File: config.mk
export PLATFORM = sky130hd
export DESIGN_NAME = ex_stage
export DESIGN_NICKNAME = d
export VERILOG_FILES = /design/src/rtl/ex_pkg.sv /design/src/rtl/ex_alu.sv /design/src/rtl/ex_forward.sv /design/src/rtl/ex_stage.sv
export SDC_FILE = /design/constraint.sdc
export NUM_CORES = 1
export LEC_CHECK = 0
export BUFFER_PORTS_ARGS = -buffer_cell sky130_fd_sc_hd__clkbuf_2
export CAP_MARGIN = 20
export CELL_PAD_IN_SITES_DETAIL_PLACEMENT = 0
export CELL_PAD_IN_SITES_GLOBAL_PLACEMENT = 2
export CORE_ASPECT_RATIO = 1.1
export CORE_MARGIN = 8
export CORE_UTILIZATION = 31
export DETAILED_ROUTE_END_ITERATION = 16
export GPL_ROUTABILITY_DRIVEN = 1
export PLACE_DENSITY_LB_ADDON = 0.1
export SLEW_MARGIN = 10
export SYNTH_ARGS = -nofsm -noshare
export SYNTH_HDL_FRONTEND = slang
export SYNTH_SLANG_ARGS = --single-unit
File: constraint.sdc
create_clock -name clk -period 20.5 [get_ports clk]
set_clock_uncertainty 0.15 [all_clocks]
set_input_delay 4.1 -clock clk [delete_from_list [all_inputs] [get_ports clk]]
set_output_delay 4.1 -clock clk [all_outputs]
set_load 0.01 [all_outputs]
File: src/rtl/ex_pkg.sv
`default_nettype none
// ============================================================================
// ex_pkg : shared types and ALU opcodes for the MIPS execute stage
// Revision: 1.0
// ============================================================================
package ex_pkg;

  localparam logic [3:0] ALU_ADD  = 4'd0;
  localparam logic [3:0] ALU_SUB  = 4'd1;
  localparam logic [3:0] ALU_AND  = 4'd2;
  localparam logic [3:0] ALU_OR   = 4'd3;
  localparam logic [3:0] ALU_XOR  = 4'd4;
  localparam logic [3:0] ALU_NOR  = 4'd5;
  localparam logic [3:0] ALU_SLL  = 4'd6;
  localparam logic [3:0] ALU_SRL  = 4'd7;
  localparam logic [3:0] ALU_SRA  = 4'd8;
  localparam logic [3:0] ALU_SLLV = 4'd9;
  localparam logic [3:0] ALU_SRLV = 4'd10;
  localparam logic [3:0] ALU_SRAV = 4'd11;
  localparam logic [3:0] ALU_LUI  = 4'd12;
  localparam logic [3:0] ALU_SLTU = 4'd13;

  typedef struct packed {
    logic       cp0_wb;
    logic       cp0_write;
    logic       reg_dst;
    logic       is_slt;
    logic       save_pc;
    logic       alu_src;
    logic [3:0] aluop;
  } ex_ctrl_t;

  typedef struct packed {
    logic reg_write;
    logic mem_to_reg;
    logic is_dm_byte;
    logic is_dm_half;
  } wb_ctrl_t;

  typedef struct packed {
    logic        we;
    logic [4:0]  rw;
    logic [31:0] data;
  } bypass_t;

endpackage
`default_nettype wire

File: src/rtl/ex_alu.sv
`default_nettype none
// ============================================================================
// ex_alu : combinational 32-bit ALU, wrapping arithmetic, no overflow trap
// Revision: 1.0
// ============================================================================
module ex_alu
  import ex_pkg::*;
(
  input  logic [31:0] a,
  input  logic [31:0] b,
  input  logic [4:0]  sa,
  input  logic [3:0]  aluop,
  output logic [31:0] c
);

  always_comb begin
    c = 32'd0;
    case (aluop)
      ALU_ADD:  c = a + b;
      ALU_SUB:  c = a - b;
      ALU_AND:  c = a & b;
      ALU_OR:   c = a | b;
      ALU_XOR:  c = a ^ b;
      ALU_NOR:  c = ~(a | b);
      ALU_SLL:  c = b << sa;
      ALU_SRL:  c = b >> sa;
      ALU_SRA:  c = $signed(b) >>> sa;
      ALU_SLLV: c = b << a[4:0];
      ALU_SRLV: c = b >> a[4:0];
      ALU_SRAV: c = $signed(b) >>> a[4:0];
      ALU_LUI:  c = {b[15:0], 16'h0000};
      ALU_SLTU: c = {31'd0, (a < b)};
      default:  c = 32'd0;
    endcase
  end

endmodule
`default_nettype wire

File: src/rtl/ex_forward.sv
`default_nettype none
// ============================================================================
// ex_forward : per-operand bypass mux, MEM result preferred over WB result
// Revision: 1.0
// ============================================================================
module ex_forward
  import ex_pkg::*;
(
  input  logic [4:0]  src,
  input  logic [31:0] rd_data,
  input  bypass_t     mem_back,
  input  bypass_t     wb_back,
  output logic [31:0] data
);

  logic mem_hit;
  logic wb_hit;

  // Register 0 is hardwired zero, so a write to it must never be bypassed.
  assign mem_hit = mem_back.we && (mem_back.rw != 5'd0) && (mem_back.rw == src);
  assign wb_hit  = wb_back.we  && (wb_back.rw  != 5'd0) && (wb_back.rw  == src);

  always_comb begin
    data = rd_data;
    if (mem_hit)     data = mem_back.data;
    else if (wb_hit) data = wb_back.data;
  end

endmodule
`default_nettype wire

File: src/rtl/ex_stage.sv
`default_nettype none
// ============================================================================
// ex_stage : MIPS execute stage - forwarding, ALU, bridge access, EX/MEM reg
// Revision: 1.0
// ============================================================================
module ex_stage
  import ex_pkg::*;
#(
  parameter int WB_W  = 4,
  parameter int MEM_W = 1
) (
  input  logic             clk,
  input  logic             rst,
  input  logic             ex_flush,
  input  logic [9:0]       ex_ctrl,
  input  logic [29:0]      pc_p1,
  input  logic [31:0]      instr,
  input  logic [31:0]      rd1,
  input  logic [31:0]      rd2,
  input  logic [31:0]      ext_b,
  input  logic [MEM_W-1:0] mem_ctrl_i,
  input  logic [WB_W-1:0]  wb_ctrl_i,
  input  logic [37:0]      mem_back,
  input  logic [37:0]      wb_back,
  input  logic [31:0]      cp0_rdata,
  output logic [37:0]      cp0_wr,
  output logic [31:0]      br_addr,
  output logic [31:0]      br_wdata,
  output logic [3:0]       br_be,
  output logic             br_we,
  input  logic [31:0]      br_rdata,
  output logic [4:0]       ex_rw,
  output logic             ex_reg_write,
  output logic             ex_mem_to_reg,
  output logic [36:0]      mem_data_o,
  output logic [MEM_W-1:0] mem_ctrl_o,
  output logic [WB_W-1:0]  wb_ctrl_o,
  output logic [31:0]      dm_out
);

  ex_ctrl_t    ctrl;
  wb_ctrl_t    wb;
  bypass_t     mem_bp;
  bypass_t     wb_bp;
  logic [4:0]  fwd_src [2];
  logic [31:0] fwd_rd  [2];
  logic [31:0] fwd_out [2];
  logic [31:0] f_rd1;
  logic [31:0] f_rd2;
  logic [31:0] alu_b;
  logic [31:0] alu_c;
  logic [31:0] sum;
  logic [31:0] ex_out;

  logic [36:0]      mem_data_d, mem_data_q;
  logic [MEM_W-1:0] mem_ctrl_d, mem_ctrl_q;
  logic [WB_W-1:0]  wb_ctrl_d,  wb_ctrl_q;
  logic [31:0]      dm_out_d,   dm_out_q;

  assign ctrl   = ex_ctrl_t'(ex_ctrl);
  assign wb     = wb_ctrl_t'(wb_ctrl_i[WB_W-1 -: 4]);
  assign mem_bp = bypass_t'(mem_back);
  assign wb_bp  = bypass_t'(wb_back);

  assign fwd_src[0] = instr[25:21];
  assign fwd_src[1] = instr[20:16];
  assign fwd_rd[0]  = rd1;
  assign fwd_rd[1]  = rd2;

  generate
    for (genvar g = 0; g < 2; g++) begin : g_fwd
      ex_forward u_fwd (
        .src      (fwd_src[g]),
        .rd_data  (fwd_rd[g]),
        .mem_back (mem_bp),
        .wb_back  (wb_bp),
        .data     (fwd_out[g])
      );
    end
  endgenerate

  assign f_rd1 = fwd_out[0];
  assign f_rd2 = fwd_out[1];
  assign alu_b = ctrl.alu_src ? ext_b : f_rd2;

  ex_alu u_alu (
    .a     (f_rd1),
    .b     (alu_b),
    .sa    (instr[10:6]),
    .aluop (ctrl.aluop),
    .c     (alu_c)
  );

  // Address adder runs regardless of aluop so loads/stores need no ADD decode.
  assign sum     = f_rd1 + alu_b;
  assign br_addr = sum;
  assign br_we   = mem_ctrl_i[MEM_W-1];

  always_comb begin
    br_be    = 4'hF;
    br_wdata = f_rd2;
    if (wb.is_dm_byte) begin
      br_be    = 4'b0001 << sum[1:0];
      br_wdata = {4{f_rd2[7:0]}};
    end else if (wb.is_dm_half) begin
      br_be    = sum[1] ? 4'b1100 : 4'b0011;
      br_wdata = {2{f_rd2[15:0]}};
    end
  end

  always_comb begin
    ex_out = alu_c;
    if (ctrl.is_slt)       ex_out = {31'd0, alu_c[31]};
    else if (ctrl.save_pc) ex_out = {pc_p1, 2'b00};
    else if (ctrl.cp0_wb)  ex_out = cp0_rdata;
  end

  always_comb begin
    ex_rw = instr[20:16];
    if (ctrl.save_pc && !ctrl.reg_dst) ex_rw = 5'd31;
    else if (ctrl.reg_dst)             ex_rw = instr[15:11];
  end

  assign ex_reg_write  = wb.reg_write;
  assign ex_mem_to_reg = wb.mem_to_reg;
  assign cp0_wr        = {ctrl.cp0_write, instr[15:11], f_rd2};

  // A flushed slot becomes a bubble by clearing its control; the data is don't-care.
  always_comb begin
    mem_data_d = {ex_rw, ex_out};
    mem_ctrl_d = mem_ctrl_i;
    wb_ctrl_d  = wb_ctrl_i;
    dm_out_d   = br_rdata;
    if (ex_flush) begin
      mem_data_d = mem_data_q;
      mem_ctrl_d = '0;
      wb_ctrl_d  = '0;
    end
  end

  always_ff @(posedge clk or negedge rst) begin
    if (!rst) begin
      mem_data_q <= '0;
      mem_ctrl_q <= '0;
      wb_ctrl_q  <= '0;
      dm_out_q   <= '0;
    end else begin
      mem_data_q <= mem_data_d;
      mem_ctrl_q <= mem_ctrl_d;
      wb_ctrl_q  <= wb_ctrl_d;
      dm_out_q   <= dm_out_d;
    end
  end

  assign mem_data_o = mem_data_q;
  assign mem_ctrl_o = mem_ctrl_q;
  assign wb_ctrl_o  = wb_ctrl_q;
  assign dm_out     = dm_out_q;

endmodule
`default_nettype wire

== After elaboration in Yosys (flattened, before gate mapping) ==
Index checks and enable logic that the tools add are counted.

* Register bits: 74
* Input port bits: 316
* Output and inout port bits: 188
* Word-level logic and storage cells: 64

* Add/subtract/negate cells: 2
* Magnitude comparators: 1
* Equal/unequal tests: 17
* Shifts and indexed selects: 7
* Mux-type cells: 18
* Bitwise gates (word level): 4
* Reductions and logical operators: 11

{| class="wikitable"
|+ Operators by type and width
! cell !! count
|-
| $pmux 32 s14 || 1
|-
| $mux 32 || 10
|-
| $shl 32x5->32 || 2
|-
| $shr 32x5->32 || 2
|-
| $sshr 32x5->32 || 2
|-
| $add 32x32->32 || 1
|-
| $and 32x32->32 || 1
|-
| $lt 32x32->1 || 1
|-
| $not 32->32 || 1
|-
| $or 32x32->32 || 1
|-
| $sub 32x32->32 || 1
|-
| $xor 32x32->32 || 1
|-
| $eq 4x4->1 const B || 6
|-
| $eq 5x5->1 || 4
|-
| $eq 4x3->1 const B || 4
|-
| $mux 4 || 4
|-
| $mux 5 || 2
|-
| $reduce_bool 5->1 || 2
|-
| $eq 4x2->1 const B || 2
|-
| $logic_and 1x1->1 || 7
|-
| $eq 4x1->1 const B || 1
|-
| $logic_not 4->1 || 1
|-
| $shl 1x2->4 const A || 1
|-
| $logic_not 1->1 || 1
|-
| $mux 1 || 1
|}

== Longest topological paths before layout ==
Gate-level depths: netlist (run 1).

* Depth after elaboration: 12
* Mapped depth: 25
* Gate-level depth less buffers: 22

== Modules after synthesis ==
From an unflattened synthesis (run 1), not the netlist that was laid out.

* Cells, all modules: 2668
* Area total of the unflattened synthesis: 18864.3 µm²

{| class="wikitable"
|+ By module, submodules not included
! module !! instances !! cells an instance !! area each (µm²) !! sequential area each (µm²)
|-
| ex_alu || 1 || 1620 || 10730.3 || 0.0
|-
| ex_stage || 1 || 678 || 5799.3 || 1851.8
|-
| ex_forward || 2 || 185 || 1167.4 || 0.0
|}

== Worst setup path before layout (run 1) ==
No wires, ideal clock.

* Kind: input to output
* From: input wb_back[32]
* To: output br_addr[31]
* Arrival: 9.281 ns
* Data required time: 16.250 ns
* Path slack: 6.969 ns
* Stages on the path: 22
* Path buffers: 5
* Cells stage by stage: buf_2 -> xor2_1 -> or4b_1 -> buf_2 -> buf_6 -> nor2_4 -> buf_1 -> mux2i_1 -> o21ai_0 -> ha_1 -> clkbuf_1 -> o21ai_0 -> a211oi_1 -> nand4_1 -> o21ai_0 -> or4b_1 -> a31oi_1 -> o221ai_1 -> o211ai_1 -> a41oi_1 -> o21ai_0 -> xor2_1

* Longest elaborated chain between the ends: 7
* Elaborated cells on any way between the ends: 12
* Those cells by class: 1 x add/sub; 2 x eq/ne; 5 x mux; 4 x reduce/logical

{| class="wikitable"
|+ RTL lines
! element !! RTL line !! text
|-
| start: declaration || ex_stage.sv:24 || <nowiki>input logic [37:0] wb_back,</nowiki>
|-
| $reduce_bool 5->1 || ex_forward.sv:21 || <nowiki>assign wb_hit = wb_back.we && (wb_back.rw != 5'd0) && (wb_back.rw == src);</nowiki>
|-
| $logic_and 1x1->1 (2 in series) || ex_forward.sv:21 ||
|-
| $mux 32 || ex_forward.sv:26 || <nowiki>else if (wb_hit) data = wb_back.data;</nowiki>
|-
| $mux 32 || ex_forward.sv:25 || <nowiki>if (mem_hit) data = mem_back.data;</nowiki>
|-
| $mux 32 || ex_stage.sv:84 || <nowiki>assign alu_b = ctrl.alu_src ? ext_b : f_rd2;</nowiki>
|-
| $add 32x32->32 * || ex_stage.sv:95 || <nowiki>assign sum = f_rd1 + alu_b;</nowiki>
|-
| end: declaration || ex_stage.sv:27 || <nowiki>output logic [31:0] br_addr,</nowiki>
|}

Every way passes the cells marked *; elsewhere a longest branch is shown, timed or not.

== Final worst setup path (run 1) ==
* From: input mem_back[32]
* To: output br_addr[30]

* Longest elaborated chain between the ends: 6
* Elaborated cells on any way between the ends: 10
* Those cells by class: 1 x add/sub; 2 x eq/ne; 3 x mux; 4 x reduce/logical

{| class="wikitable"
|+ RTL lines
! element !! RTL line !! text
|-
| start: declaration || ex_stage.sv:23 || <nowiki>input logic [37:0] mem_back,</nowiki>
|-
| $reduce_bool 5->1 || ex_forward.sv:20 || <nowiki>assign mem_hit = mem_back.we && (mem_back.rw != 5'd0) && (mem_back.rw == src);</nowiki>
|-
| $logic_and 1x1->1 (2 in series) || ex_forward.sv:20 ||
|-
| $mux 32 || ex_forward.sv:25 ||
|-
| $mux 32 || ex_stage.sv:84 ||
|-
| $add 32x32->32 * || ex_stage.sv:95 ||
|}

Marked as above.

==> flow_metrics.env, run 1 <==
export IMPL_worst_setup_path_end_kind="primary output"
export IMPL_area_growth_synth_to_final_pct=20.4
export IMPL_slew_violations=0
export IMPL_clock_sink_count=74
export IMPL_cts_hold_repair_buffers=0
export IMPL_num_nets_final=3100
export IMPL_gpl_final_weighted_congestion=1.04
export IMPL_wire_per_inst_um=32.8
export IMPL_power_leakage_nw=8.84
export IMPL_post_synth_cell_area_avg_um2=7.09
export IMPL_post_synthesis_sequential_area_ratio_pct=11.2
export IMPL_die_w_um=236
export IMPL_first_iter_violations=2326
export IMPL_p_per_area_nw_per_um2=54.7
export IMPL_startpoint_type="primary input"
export IMPL_number_of_antenna_violating_nets_in_the_routed_design=0
export IMPL_cp_required_ns=16.25
export IMPL_initial_utilization_pct=31.4
export IMPL_grt_max_degree=75
export IMPL_number_of_antenna_violations_at_the_first_check_in_global_routing=9
export IMPL_layout_drive_gt1_share_pct=26.9
export IMPL_seq_power_share_pct=15.1
export IMPL_synth_fa_ha_area_share_pct=6.02
export IMPL_clk_transition_reported_paths_ns=0.06
export IMPL_path_delay_family="compound AO/OA/AOI/OAI gates"
export IMPL_yosysWarnings=0
export IMPL_p_switching_mw=0.577
export IMPL_clock_share_of_power_pct=16.8
export IMPL_finalHoldViolations=0
export IMPL_routed_via_count=21115
export IMPL_design_portCount=504
export IMPL_vdd_ir_drop_max_mv=0.0386
export IMPL_firstDrtPassIters=6
export IMPL_clk_latency_ns=0.35
export IMPL_io_buffer_count=489
export IMPL_power_internal_mw=0.507
export IMPL_min_period_over_period_pct=75.2
export IMPL_cp_data_arrival_time_ns=11.17
export IMPL_cts_setup_buffers=0
export IMPL_floorplan_core_area_um2=52500
export IMPL_synth_xor_area_share_pct=3.56
export IMPL_final_setup_worst_slack_ns=5.08
export IMPL_timing_fmax_ghz=0.0648
export IMPL_slew_at_the_pin_with_the_worst_max_slew_slack_ns=1.17
export IMPL_gr_usage_all_layers_pct=34.7
export IMPL_clockRootBuffer="clkbuf_16"
export IMPL_dieArea_um2=60800
export IMPL_pwr_share_comb_pct=68.1
export IMPL_post_synth_mux_area_share_pct=17.8
export IMPL_worst_slew_margin_rel_pct=21.6
export IMPL_cts_resized_gates=0
export IMPL_timing_hold_worst_class="register to register"
export IMPL_swShare_pct=53.2
export IMPL_netlist_instances=2322
export IMPL_setup_reg_to_reg_worst_slack_ns=17.17
export IMPL_netlist_area_um2=16500
export IMPL_critPathMaxFanout=45
export IMPL_rows=88
export IMPL_cts_buffer_depth=2
export IMPL_setup_viol=0
export IMPL_clock_tree_from_tritoncts="built"
export IMPL_rsz0062_at_grt="no"
export IMPL_cp_slowest_stage_delay_ns=0.58
export IMPL_fin_crit_ns=15.42
export IMPL_synth_cell_types=104
export IMPL_cts_made_buffers=9
export IMPL_timing_setup_critical_path_class="primary input to primary output"
export IMPL_synth_compound_gate_area_share_pct=32.8
export IMPL_synth_seq_cells=74
export IMPL_via_count_of_the_first_global_routing_pass=20995
export IMPL_status="completed"
export IMPL_crit_path_top_delay_cell="or4_4"
export IMPL_grt_first_pass_wirelength_mm=156
export IMPL_drv_cap=0
export IMPL_fp_dieH_um=258
export IMPL_post_dr_vias_cell=6.23
export IMPL_drt_total_wl_mm=111
export IMPL_ys_flop_type="dfrtp_1"
export IMPL_fin_tns_setup_ns=0
export IMPL_dpl_hpwl_mm=89.7
export IMPL_pre_cts_slack_ns=5.18
export IMPL_simple_gate_share_of_the_synthesized_area_pct=20.6
export IMPL_gr_total_overflow=0
export IMPL_p_total_mw=1.08
export IMPL_post_route_drc_count=0
export IMPL_mappedNetlistNets=2716
export IMPL_crit_path_cell_trace="clkbuf_2 > or4_4 > o2111ai_4 > buf_4 > or2_1 > buf_4 > a31oi_1 > mux2_2 > ha_1 > fa_1 > a21o_1 > a311o_1 > and3_1 > o211ai_1 > a211oi_1 > o31a_1 > o21ai_1 > nand2b_1 > a21o_1 > a21oi_1 > o21ai_0 > a21oi_1 > xnor2_1 > clkbuf_2"
export IMPL_synth_edff_count=0
export IMPL_path_buf_inv=4
export IMPL_async_reset_ff_share_pct=100
export IMPL_ctsHtreeMaxLevel=3
export IMPL_synth_top_family_by_area="compound AO/OA/AOI/OAI gates"
## worst min-delay path: stages, from the launching register on
cell,delay [ns]
dfrtp_1,0.35
nand2_1,0.05
o21ai_0,0.06
## cells by family (layout without fill, tap and decap cells)
group	Yosys count	count (layout)
compound gates	799	799
simple gates	744	744
buf+inv	283	672
mux	277	277
fa+ha+maj	78	78
flops	74	74
xor+xnor	67	67
other cells	0	5
## power groups by stage
| stage | Combinational [mW] | Sequential (mW) | Clock [mW] |
|---|---|---|---|
| 2_1_floorplan | 0.403 | 0.171 | 0 |
| 3_3_place_gp | 0.718 | 0.166 | 0 |
| 3_5_place_dp | 0.720 | 0.166 | 0 |
| 4_1_cts | 0.723 | 0.163 | 0.186 |
| 5_1_grt | 0.774 | 0.165 | 0.192 |
| 6_report | 0.738 | 0.163 | 0.182 |
## cell type report
cell class,instances,area (um^2)
tap,675,845
timing repair buffer,563,3020
antenna,5,12.5
inverter,93,349
sequential,74,1850
fill,5753,32700
clock inverter,6,97.6
clock buffer,10,239
multi-input combinational,1965,13400
## cell usage after synthesis (16+ instances only)
library cell	instances	share of area, %
a2111oi_0	16	0.85
a211oi_1	37	1.7
a21o_1	21	0.96
a21oi_1	166	5.0
a221oi_1	40	2.1
a22oi_1	16	0.73
a31oi_1	46	1.7
and2_1	19	0.72
buf_2	40	1.2
buf_4	24	1.1
clkbuf_1	98	2.2
dfrtp_1	74	11
ha_1	76	5.8
inv_1	85	1.9
mux2_2	57	3.9
mux2i_1	205	12
nand2_1	248	5.7
nand2b_1	17	0.65
nand3_1	82	2.5
nor2_1	204	4.6
nor2b_1	18	0.68
nor3_1	83	2.5
o211ai_1	37	1.7
o21a_1	18	0.82
o21ai_0	183	5.6
o21ai_1	31	0.94
o221ai_1	30	1.6
xnor2_1	56	3.0
## state kept, by name (all words and copies together), names as in the netlist
name,flops
dm_out,32
mem_ctrl_o,1
mem_data_o,37
wb_ctrl_o,4
## metrics by stage
stage	std cells	utilization, %	area [um^2]	hold slack [ns]
global placement	3368	37.0	19400	0.316
detailed placement	3369	37.0	19500	0.327
floorplan	2322	-	16500	0.363
CTS	3385	37.7	19800	0.342
finish	3391	37.7	19800	0.338
global route	3390	37.7	19800	0.369
## placed cells by master, fill, tap and decap left out, types with 17 or more instances in the layout
cell	n
clkbuf_2	488
nand2_1	248
mux2i_1	203
nor2_1	199
o21ai_0	183
a21oi_1	163
inv_1	85
nand3_1	81
nor3_1	80
ha_1	76
dfrtp_1	74
buf_4	73
mux2_2	57
xnor2_1	56
a31oi_1	46
a221oi_1	40
o211ai_1	37
a211oi_1	37
o21ai_1	31
o221ai_1	30
a21o_1	21
and2_1	19
o21a_1	18
nor2b_1	18
nand2b_1	17
## per-layer routing
metal / GRT usage, % / share of wire [%]
met1: 42.8 / 40
met2: 57.8 / 47
met3: 5.76 / 7.2
met4: 18.3 / 6.1
met5: 0 / 0.013
## worst paths after layout
kind / start / end / cells after the start
max in group asynchronous: rst / dm_out[27] / 1
min in group asynchronous: rst / mem_data_o[27] / 1
worst min register to register: mem_data_o[6] / mem_data_o[6] / 2
worst max-delay path: mem_back[32] / br_addr[30] / 24
worst max register to register: mem_data_o[30] / mem_data_o[30] / 8
worst min-delay path: mem_data_o[6] / mem_data_o[6] / 2
Note: power is estimated with default switching activity, not from simulation.
==> run 2, diff against run 1 <==
- CORE_UTILIZATION: 31 -> 29
- clock period: 20.5 -> 14.7 ns (I/O delays scaled with it)
==> flow_metrics.env, run 2 (synthesis gave the netlist of run 1 again) <==
export IMPL_status="completed"
export IMPL_timing_setup_critical_path_class="primary input to primary output"
export IMPL_via_count_of_the_first_global_routing_pass=21118
export IMPL_min_period_over_period_pct=87.2
export IMPL_ctsHtreeMaxLevel=3
export IMPL_clock_sink_count=74
export IMPL_setup_viol=0
export IMPL_cp_data_arrival_time_ns=9.73
export IMPL_design_portCount=504
export IMPL_n_fill_cell=6152
export IMPL_area_growth_synth_to_final_pct=21.3
export IMPL_slew_violations=0
export IMPL_pwr_share_comb_pct=68.1
export IMPL_finalHoldViolations=0
export IMPL_slew_at_the_pin_with_the_worst_max_slew_slack_ns=1.09
export IMPL_layout_drive_gt1_share_pct=27.1
export IMPL_grt_first_pass_wirelength_mm=157
export IMPL_wire_per_inst_um=32.5
export IMPL_timing_hold_worst_class="register to register"
export IMPL_power_leakage_nw=8.88
export IMPL_drt_total_wl_mm=113
export IMPL_clk_transition_reported_paths_ns=0.06
export IMPL_fp_dieH_um=266
export IMPL_swShare_pct=52.9
export IMPL_worst_slew_margin_rel_pct=25.3
export IMPL_first_iter_violations=2044
export IMPL_multi_input_area_um2=13400
export IMPL_rsz0062_at_grt="no"
export IMPL_power_internal_mw=0.709
export IMPL_vdd_ir_drop_max_mv=0.0539
export IMPL_rows=91
export IMPL_gr_total_overflow=0
export IMPL_clock_share_of_power_pct=16.7
export IMPL_fin_tns_setup_ns=0
export IMPL_gpl_final_weighted_congestion=1.01
export IMPL_drv_cap=0
export IMPL_p_switching_mw=0.796
export IMPL_startpoint_type="primary input"
export IMPL_post_route_drc_count=0
export IMPL_ff_latch_area_um2=1850
export IMPL_clk_latency_ns=0.35
export IMPL_flip_flop_count_of_the_largest_register_all_copies_and_words_added=37
export IMPL_cts_buffer_depth=2
export IMPL_grt_max_degree=75
export IMPL_p_per_area_nw_per_um2=75.3
export IMPL_layout_cells_most_common_list="clkbuf_2 (488), nand2_1 (248), mux2i_1 (202)"
export IMPL_dieArea_um2=64700
export IMPL_io_buffer_count=489
export IMPL_cts_setup_buffers=0
export IMPL_firstDrtPassIters=5
export IMPL_cp_required_ns=11.61
export IMPL_die_w_um=243
export IMPL_numPlacedInstances=3443
export IMPL_num_nets_final=3106
export IMPL_clockRootBuffer="clkbuf_16"
export IMPL_seq_power_share_pct=15.1
export IMPL_fin_crit_ns=12.82
export IMPL_initial_utilization_pct=29.3
export IMPL_number_of_antenna_violating_nets_in_the_routed_design=0
export IMPL_routed_via_count=20948
export IMPL_post_dr_vias_cell=6.04
export IMPL_worst_setup_path_end_kind="primary output"
export IMPL_floorplan_core_area_um2=56100
export IMPL_cts_made_buffers=9
export IMPL_critPathMaxFanout=17
export IMPL_number_of_cells_in_the_finished_layout_apart_from_fillers=3466
export IMPL_dpl_hpwl_mm=92.0
export IMPL_final_common_cell="clkbuf_2"
export IMPL_timing_fmax_ghz=0.0780
export IMPL_gr_usage_all_layers_pct=32.8
export IMPL_clock_tree_from_tritoncts="built"
export IMPL_cts_resized_gates=0
export IMPL_number_of_antenna_violations_at_the_first_check_in_global_routing=12
export IMPL_cts_hold_repair_buffers=0
## run 2: cell type report
class	count	area share, %
clock inverter	6	0.489
antenna	5	0.0626
multi-input combinational	1965	67.2
inverter	93	1.75
timing repair buffer	569	15.4
clock buffer	10	1.20
tap	744	4.66
sequential	74	9.27
## run 2: routing by layer
layer,vias to the layer above,share of wire (%),global-route usage (%)
met5,-,0.044,0
met4,8,5.1,14.4
met3,219,7.3,6.47
met2,1026,48,55.9
met1,10267,40,39.8
li1,9428,-,-
## run 2: stage by stage
stage                     hold WS (ns)  instance area [um^2]  worst slack, ns  util, %  power, mW
final                            0.334                 20000             1.88     35.6       1.50
after global routing             0.365                 20000             1.61     35.6       1.58
after CTS                        0.339                 19900             1.96     35.5       1.49
after detailed placement         0.324                 19600             1.98     34.9       1.24
after global placement           0.314                 19600             1.99     34.9       1.24
after floorplan                  0.363                 16500             3.49        -      0.801
## run 2: path summary, 6_finish.rpt
| kind | cells after the start | slack, ns | end | start |
|---|---|---|---|---|
| max | 21 | 1.88 | br_addr[31] | wb_back[32] |
| min | 2 | 0.33 | mem_data_o[18] | mem_data_o[18] |
| max reg2reg | 9 | 11.41 | mem_data_o[13] | mem_data_o[13] |
| min reg2reg | 2 | 0.33 | mem_data_o[18] | mem_data_o[18] |
| max in group asynchronous | 2 | 11.45 | dm_out[30] | rst |
| min in group asynchronous | 1 | 2.35 | mem_data_o[21] | rst |
## run 2: power by group through the flow
| stage | registers [mW] | logic (mW) | clock network [mW] |
|---|---|---|---|
| final | 0.228 | 1.03 | 0.252 |
| after detailed placement | 0.231 | 1.00 | 0 |
| after floorplan | 0.239 | 0.563 | 0 |
| after global placement | 0.231 | 1.01 | 0 |
| after global routing | 0.230 | 1.08 | 0.266 |
| after CTS | 0.228 | 1.01 | 0.258 |
## run 2: critical path, stage by stage
cell	delay, ns
clkbuf_2	0.15
xor2_1	0.18
or4b_1	0.52
buf_4	0.22
nor2_4	0.59
mux2i_1	0.28
a21o_1	0.38
inv_2	0.20
ha_1	0.51
nand2_1	0.09
o211ai_1	0.36
o22ai_1	0.26
o21ai_0	0.66
or4b_1	0.54
a31oi_1	0.37
o221ai_1	0.26
o211ai_1	0.29
a41oi_1	0.18
o21ai_0	0.28
xor2_1	0.25
clkbuf_2	0.18
